`config.mk`:
```
export PLATFORM = sky130hd
export DESIGN_NAME = aes_byte_display_ctrl
export DESIGN_NICKNAME = d
export VERILOG_FILES = /design/src/rtl/aes_byte_display_ctrl.sv
export SDC_FILE = /design/constraint.sdc
export NUM_CORES = 1
export LEC_CHECK = 0
export ABC_AREA = 1
export BUFFER_PORTS_ARGS = -buffer_cell sky130_fd_sc_hd__buf_2
export CAP_MARGIN = 20
export CORE_UTILIZATION = 56
export CTS_CLUSTER_SIZE = 30
export DETAILED_ROUTE_END_ITERATION = 6
export PLACE_DENSITY = 0.77
export SYNTH_ARGS = -nofsm -noshare
export SYNTH_HDL_FRONTEND = slang
export SYNTH_SLANG_ARGS = --single-unit
export TNS_END_PERCENT = 100
```
`constraint.sdc`:
```
create_clock -name clk -period 4.02 [get_ports clk]
set_clock_uncertainty 0.05 [all_clocks]
set_input_delay 0.402 -clock clk [delete_from_list [all_inputs] [get_ports clk]]
set_output_delay 0.402 -clock clk [all_outputs]
set_load 0.02 [all_outputs]
```
`src/rtl/aes_byte_display_ctrl.sv`:
```
// -----------------------------------------------------------------------------
// aes_byte_display_ctrl
//
// Sequencer for the binary-to-7-segment display path. It captures one
// NBYTES-byte AES block through a valid/ready handshake, presents one byte at
// a time to an external binary-to-BCD/7-segment converter (bin_o), and
// time-multiplexes four display digits:
//   digit 0 : ones of the selected byte     (an_o = 4'b1110)
//   digit 1 : tens of the selected byte     (an_o = 4'b1101)
//   digit 2 : hundreds of the selected byte (an_o = 4'b1011)
//   digit 3 : byte index as a hex character (an_o = 4'b0111)
//
// Build option:
//   AES_DISP_AUTO_ADVANCE_EN  when defined, the byte index advances by itself
//                             after DWELL complete 4-digit scan rotations.
//                             When undefined the index only moves on
//                             load/next/prev/clear.
//
// Ports:
//   clk           in   system clock, rising edge
//   rst_n         in   asynchronous active-low reset
//   load_valid_i  in   block_i valid
//   load_ready_o  out  block accepted when load_valid_i & load_ready_o
//   block_i       in   8*NBYTES bits, byte k = block_i[8k+7:8k]
//   next_i        in   1-cycle pulse: advance index (wraps)
//   prev_i        in   1-cycle pulse: step index back (wraps)
//   clear_i       in   1-cycle pulse: return to IDLE, blank display
//   bin_o         out  selected byte, to converter input
//   idx_o         out  current byte index
//   hund_i        in   converter hundreds pattern (active-low gfedcba)
//   tens_i        in   converter tens pattern
//   ones_i        in   converter ones pattern
//   seg_o         out  segments, active-low gfedcba
//   an_o          out  digit enables, active-low one-hot, an_o[0] = ones
// -----------------------------------------------------------------------------
module aes_byte_display_ctrl #(
    parameter int NBYTES   = 16,
    parameter int SCAN_DIV = 50000,
    parameter int DWELL    = 200
) (
    input  logic                  clk,
    input  logic                  rst_n,
    input  logic                  load_valid_i,
    output logic                  load_ready_o,
    input  logic [8*NBYTES-1:0]   block_i,
    input  logic                  next_i,
    input  logic                  prev_i,
    input  logic                  clear_i,
    output logic [7:0]            bin_o,
    output logic [3:0]            idx_o,
    input  logic [6:0]            hund_i,
    input  logic [6:0]            tens_i,
    input  logic [6:0]            ones_i,
    output logic [6:0]            seg_o,
    output logic [3:0]            an_o
);

    localparam int          SCAN_W   = (SCAN_DIV > 1) ? $clog2(SCAN_DIV) : 1;
    localparam logic [3:0]  LAST_IDX = 4'(NBYTES - 1);
    localparam logic [6:0]  SEG_BLANK = 7'h7F;

    typedef enum logic {
        IDLE = 1'b0,
        SHOW = 1'b1
    } state_t;

    state_t              state_reg, state_next;
    logic [3:0]          idx_reg, idx_next;
    logic [7:0]          bin_reg, bin_next;
    logic [SCAN_W-1:0]   scan_cnt_reg, scan_cnt_next;
    logic [1:0]          digit_reg, digit_next;
    logic [6:0]          seg_reg, seg_next;
    logic [3:0]          an_reg, an_next;
    logic [7:0]          blk_reg [NBYTES];

    logic                accept;
    logic                scan_term;
    logic                step_fwd;
    logic                step_back;

`ifdef AES_DISP_AUTO_ADVANCE_EN
    localparam int DWELL_W = $clog2(DWELL + 1);
    logic [DWELL_W-1:0]  dwell_reg, dwell_next;
    logic                rot_wrap;
`endif

    // Ready is only withdrawn while a clear is being processed, so a clear
    // always beats a load arriving in the same cycle.
    assign load_ready_o = ~clear_i;
    assign accept       = load_valid_i & load_ready_o;

    assign scan_term = (scan_cnt_reg == SCAN_W'(SCAN_DIV - 1));
    // Simultaneous next and prev cancel each other.
    assign step_fwd  = next_i & ~prev_i;
    assign step_back = prev_i & ~next_i;

`ifdef AES_DISP_AUTO_ADVANCE_EN
    // One full rotation ends when the index digit reaches its terminal count.
    assign rot_wrap = scan_term & (digit_reg == 2'd3);
`endif

    assign bin_o = bin_reg;
    assign idx_o = idx_reg;
    assign seg_o = seg_reg;
    assign an_o  = an_reg;

    // Hex character decoder for the index digit (active-low gfedcba).
    function automatic logic [6:0] hex7(input logic [3:0] v);
        logic [6:0] s;
        case (v)
            4'h0: s = 7'h40;
            4'h1: s = 7'h79;
            4'h2: s = 7'h24;
            4'h3: s = 7'h30;
            4'h4: s = 7'h19;
            4'h5: s = 7'h12;
            4'h6: s = 7'h02;
            4'h7: s = 7'h78;
            4'h8: s = 7'h00;
            4'h9: s = 7'h10;
            4'hA: s = 7'h08;
            4'hB: s = 7'h03;
            4'hC: s = 7'h46;
            4'hD: s = 7'h21;
            4'hE: s = 7'h06;
            default: s = 7'h0E;
        endcase
        return s;
    endfunction

    function automatic logic [3:0] idx_inc(input logic [3:0] v);
        return (v == LAST_IDX) ? 4'd0 : v + 4'd1;
    endfunction

    function automatic logic [3:0] idx_dec(input logic [3:0] v);
        return (v == 4'd0) ? LAST_IDX : v - 4'd1;
    endfunction

    // -------------------------------------------------------------------------
    // Block storage: every byte is written in the accept cycle.
    // -------------------------------------------------------------------------
    generate
        for (genvar gi = 0; gi < NBYTES; gi++) begin : g_blk
            always_ff @(posedge clk or negedge rst_n) begin
                if (!rst_n) begin
                    blk_reg[gi] <= 8'd0;
                end else if (accept) begin
                    blk_reg[gi] <= block_i[8*gi +: 8];
                end
            end
        end
    endgenerate

    // -------------------------------------------------------------------------
    // State and datapath registers
    // -------------------------------------------------------------------------
    always_ff @(posedge clk or negedge rst_n) begin
        if (!rst_n) begin
            state_reg    <= IDLE;
            idx_reg      <= 4'd0;
            bin_reg      <= 8'd0;
            scan_cnt_reg <= '0;
            digit_reg    <= 2'd0;
            seg_reg      <= SEG_BLANK;
            an_reg       <= 4'hF;
        end else begin
            state_reg    <= state_next;
            idx_reg      <= idx_next;
            bin_reg      <= bin_next;
            scan_cnt_reg <= scan_cnt_next;
            digit_reg    <= digit_next;
            seg_reg      <= seg_next;
            an_reg       <= an_next;
        end
    end

`ifdef AES_DISP_AUTO_ADVANCE_EN
    always_ff @(posedge clk or negedge rst_n) begin
        if (!rst_n) begin
            dwell_reg <= '0;
        end else begin
            dwell_reg <= dwell_next;
        end
    end
`endif

    // -------------------------------------------------------------------------
    // Next-state logic. Priority: clear > load > next/prev > auto-advance.
    // -------------------------------------------------------------------------
    always_comb begin
        state_next    = state_reg;
        idx_next      = idx_reg;
        bin_next      = bin_reg;
        scan_cnt_next = scan_cnt_reg;
        digit_next    = digit_reg;
`ifdef AES_DISP_AUTO_ADVANCE_EN
        dwell_next    = dwell_reg;
`endif

        if (clear_i) begin
            state_next    = IDLE;
            idx_next      = 4'd0;
            bin_next      = 8'd0;
            scan_cnt_next = '0;
            digit_next    = 2'd0;
`ifdef AES_DISP_AUTO_ADVANCE_EN
            dwell_next    = '0;
`endif
        end else if (accept) begin
            // Byte 0 goes straight to bin so idx and bin agree right after load.
            state_next    = SHOW;
            idx_next      = 4'd0;
            bin_next      = block_i[7:0];
            scan_cnt_next = '0;
            digit_next    = 2'd0;
`ifdef AES_DISP_AUTO_ADVANCE_EN
            dwell_next    = '0;
`endif
        end else if (state_reg == SHOW) begin
            // Registered read of the selected byte: one cycle behind idx.
            bin_next = blk_reg[idx_reg];

            if (scan_term) begin
                scan_cnt_next = '0;
                digit_next    = digit_reg + 2'd1;
            end else begin
                scan_cnt_next = scan_cnt_reg + SCAN_W'(1);
            end

            if (next_i | prev_i) begin
`ifdef AES_DISP_AUTO_ADVANCE_EN
                dwell_next = '0;
`endif
                if (step_fwd) begin
                    idx_next = idx_inc(idx_reg);
                end else if (step_back) begin
                    idx_next = idx_dec(idx_reg);
                end
            end
`ifdef AES_DISP_AUTO_ADVANCE_EN
            else if (rot_wrap) begin
                if (dwell_reg == DWELL_W'(DWELL - 1)) begin
                    dwell_next = '0;
                    idx_next   = idx_inc(idx_reg);
                end else begin
                    dwell_next = dwell_reg + DWELL_W'(1);
                end
            end
`endif
        end
    end

    // -------------------------------------------------------------------------
    // Digit multiplexer. Blanked digits keep their anode enabled so every
    // digit sees the same refresh duty.
    // -------------------------------------------------------------------------
    always_comb begin
        seg_next = SEG_BLANK;
        an_next  = 4'hF;

        if (!clear_i && (state_reg == SHOW)) begin
            case (digit_reg)
                2'd0: begin
                    seg_next = ones_i;
                    an_next  = 4'b1110;
                end
                2'd1: begin
                    seg_next = (bin_reg < 8'd10) ? SEG_BLANK : tens_i;
                    an_next  = 4'b1101;
                end
                2'd2: begin
                    seg_next = (bin_reg < 8'd100) ? SEG_BLANK : hund_i;
                    an_next  = 4'b1011;
                end
                default: begin
                    seg_next = hex7(idx_reg);
                    an_next  = 4'b0111;
                end
            endcase
        end
    end

endmodule

```
==> flow_summary.toml <==
[setup_path]
end_kind = "register"
cp_data_required_time_ns = 4.28
cpMostUsedCell = "nand2_1"
start_kind = "register"
path_cells = "buf_4 > inv_1 > ha_1 > nand2_1 > nand2_1 > nor2_1 > o31ai_1 > o211ai_1 > o21ai_0"
critPathSlowestCell = "inv_1"
path_class = "reg2reg"
slowest_delay_ns = 0.42
cp_max_fo = 46
critical_path_arrival_ns = 2.59
worst-path-buf-inv = 2
crit_family = "buffers and inverters"

[cells_and_area]
layout.nets = 1473
antennaDiodeCount = 0
largest_register_ffs = 128
final_common_cell = "nand2_1"
fin_cells = 1503
fin_area_sq_um = 10200
area_growth_pct = 16.6
utilization = 0.668
layout-drive-gt1-share = 0.182
most-common-layout-cells = "431 x nand2_1, 177 x buf_2, 157 x dfrtp_1"

[clock_tree]
clkTransAtPathRegs_ns = 0.06
insertion_delay_ns = 0.43
clkSinkCount = 170
cts_tree = "yes"
post_cts_resized = 0
cts_setup_buffers = 0
cts_hold_repair.buffers = 0
cts-buffers-inserted = 17
clockBufferDepth = 2
cts_max_level = 4
cts_root_buffer = "clkbuf_16"

[timing]
relSlewSlack = 0.266
setup_violations = 0
rsz0062_at_grt = "no"
finalWorstPathRequiredPeriod_ns = 2.33
finalMaxSlewViolations = 0
finalCritPeriodShare = 0.579
setup_tns_ns = 0
fmax_mhz = 430
finalHoldViolCount = 0
tightest_slew_ns = 1.10

[placement]
port-buffer-count = 178
dpl.hpwl_mm = 15.1
dp.cells = 1472
place_congestion = 0.878
dpl_cell_area_sq_um = 9590

[power_and_ir_drop]
power_leakage_nw = 5.26
ir_drop_uv = 333
clkPwrFrac = 0.391
p_seq_frac = 0.470
switching_power_mw = 1.11
p_sw_frac = 0.266
p_per_area_nw_per_um2 = 412
p_comb_frac = 0.139
p_int_mw = 3.07
design_power_total_mw = 4.18

[route]
wl_met2_mm = 10.1
dr.pass1.iters = 6
m1WireLength_mm = 10.3
drtIter0Drc = 707
top_layer = "met4"
ant_nets = 0
met3_length_mm = 1.33
drc = 0
viasPerCell = 5.24
vias = 7869
wl_mm = 22.0
wl_per_cell_um = 14.7

[yosys]
synth_top_cell_by_area = "dfrtp_1"
ys_ff_latch = 170
synth.avg_cell_area_sq_um = 7.52
synth_top_area_frac = 0.457
yosysWarnings = 0
syn_area_sq_um = 8710
syn_inst = 1158
syn_nets = 1328
ys_top_cells_by_area = "dfrtp_1 46%, nand2_1 19%, o21ai_0 8.6%, inv_1 5.3%, dfstp_2 3.3%"
yosysUniqueCellTypes = 34
yosysSeqAreaShare = 0.490

[floorplanning]
coreArea_sq_um = 15200
dieHeight_um = 127
die_w_um = 127
initial_core_util = 0.573
ioPinCount = 179
fp-row-count = 45
die-area_sq_um = 16100

[global_routing]
grt_max_degree = 207
grt_overflow = 0
grt_pass1_wl_mm = 35.8
antenna_found_initial = 0
grt.total_usage = 0.286
grt_pass1_vias = 7333

[hold_path]
hold_path.class = "in2async"

[flow_run]
maxCapViolCount = 0

[outcome]
status = "finished clean"
-- cell type report --
| class | instances | area [sq um] |
|---|---|---|
| tap | 188 | 235 |
| clock inverter | 8 | 121 |
| multi-input combinational | 801 | 3630 |
| fill | 1353 | 5050 |
| clock buffer | 23 | 448 |
| timing repair buffer | 184 | 967 |
| inverter | 129 | 484 |
| sequential | 170 | 4270 |
-- cells in the mapped netlist, drive strengths merged --
cell / number
a211oi: 2
a21oi: 32
a31oi: 7
buf: 43
clkbuf: 15
dfrtp: 159
dfstp: 11
ha: 15
inv: 129
nand2: 434
nand3: 49
nand3b: 2
nand4: 7
nor2: 65
nor3: 10
o211ai: 8
o21a: 2
o21ai: 157
o21bai: 5
o22ai: 2
o31ai: 1
o32ai: 1
xor2: 2
-- path summary, 6_finish.rpt --
check | end | cells after the start | from | slack [ns]
max | idx_o[3] | 9 | idx_o[1] | 1.69
max in group asynchronous | blk_reg[80] | 2 | rst_n | 2.96
max reg2reg | idx_o[3] | 9 | idx_o[1] | 1.69
min reg2reg | blk_reg[54] | 2 | blk_reg[54] | 0.42
min in group clk | blk_reg[72] | 3 | block_i[48] | 0.12
min | blk_reg[33] | 1 | rst_n | 0.02
-- logic make-up after synthesis --
| group | Yosys count | share of synthesized area |
|---|---|---|
| AND/OR/NAND/NOR | 567 | 0.261 |
| AO/OA/AOI/OAI | 217 | 0.132 |
| buffers and inverters | 187 | 0.0932 |
| flip-flops | 170 | 0.490 |
| adder cells (fa/ha/maj) | 15 | 0.0215 |
| XOR/XNOR | 2 | 0.00201 |
-- per-layer routing --
layer / vias to the layer above / GRT usage
met1: 3622 / 0.403
li1: 3938 / -
met4: 0 / 0.0805
met5: - / 0
met2: 284 / 0.460
met3: 25 / 0.0468
-- power by group through the flow --
| stage | clock network [mW] | registers, mW | logic, mW |
|---|---|---|---|
| after floorplan | 0 | 1.99 | 0.352 |
| after global placement | 0 | 1.99 | 0.570 |
| after detailed placement | 0 | 2.00 | 0.580 |
| after CTS | 1.64 | 1.97 | 0.585 |
| after global routing | 1.71 | 1.98 | 0.670 |
| final | 1.63 | 1.97 | 0.583 |
-- metrics by stage --
step                      setup WS (ns)  hold slack, ns
after global placement             1.79           0.399
final                              1.69          0.0222
after CTS                          1.71          0.0839
after global routing               1.57           0.106
after floorplan                    2.21          0.0564
after detailed placement           1.72           0.404
Power figures use the tool's default switching activity.
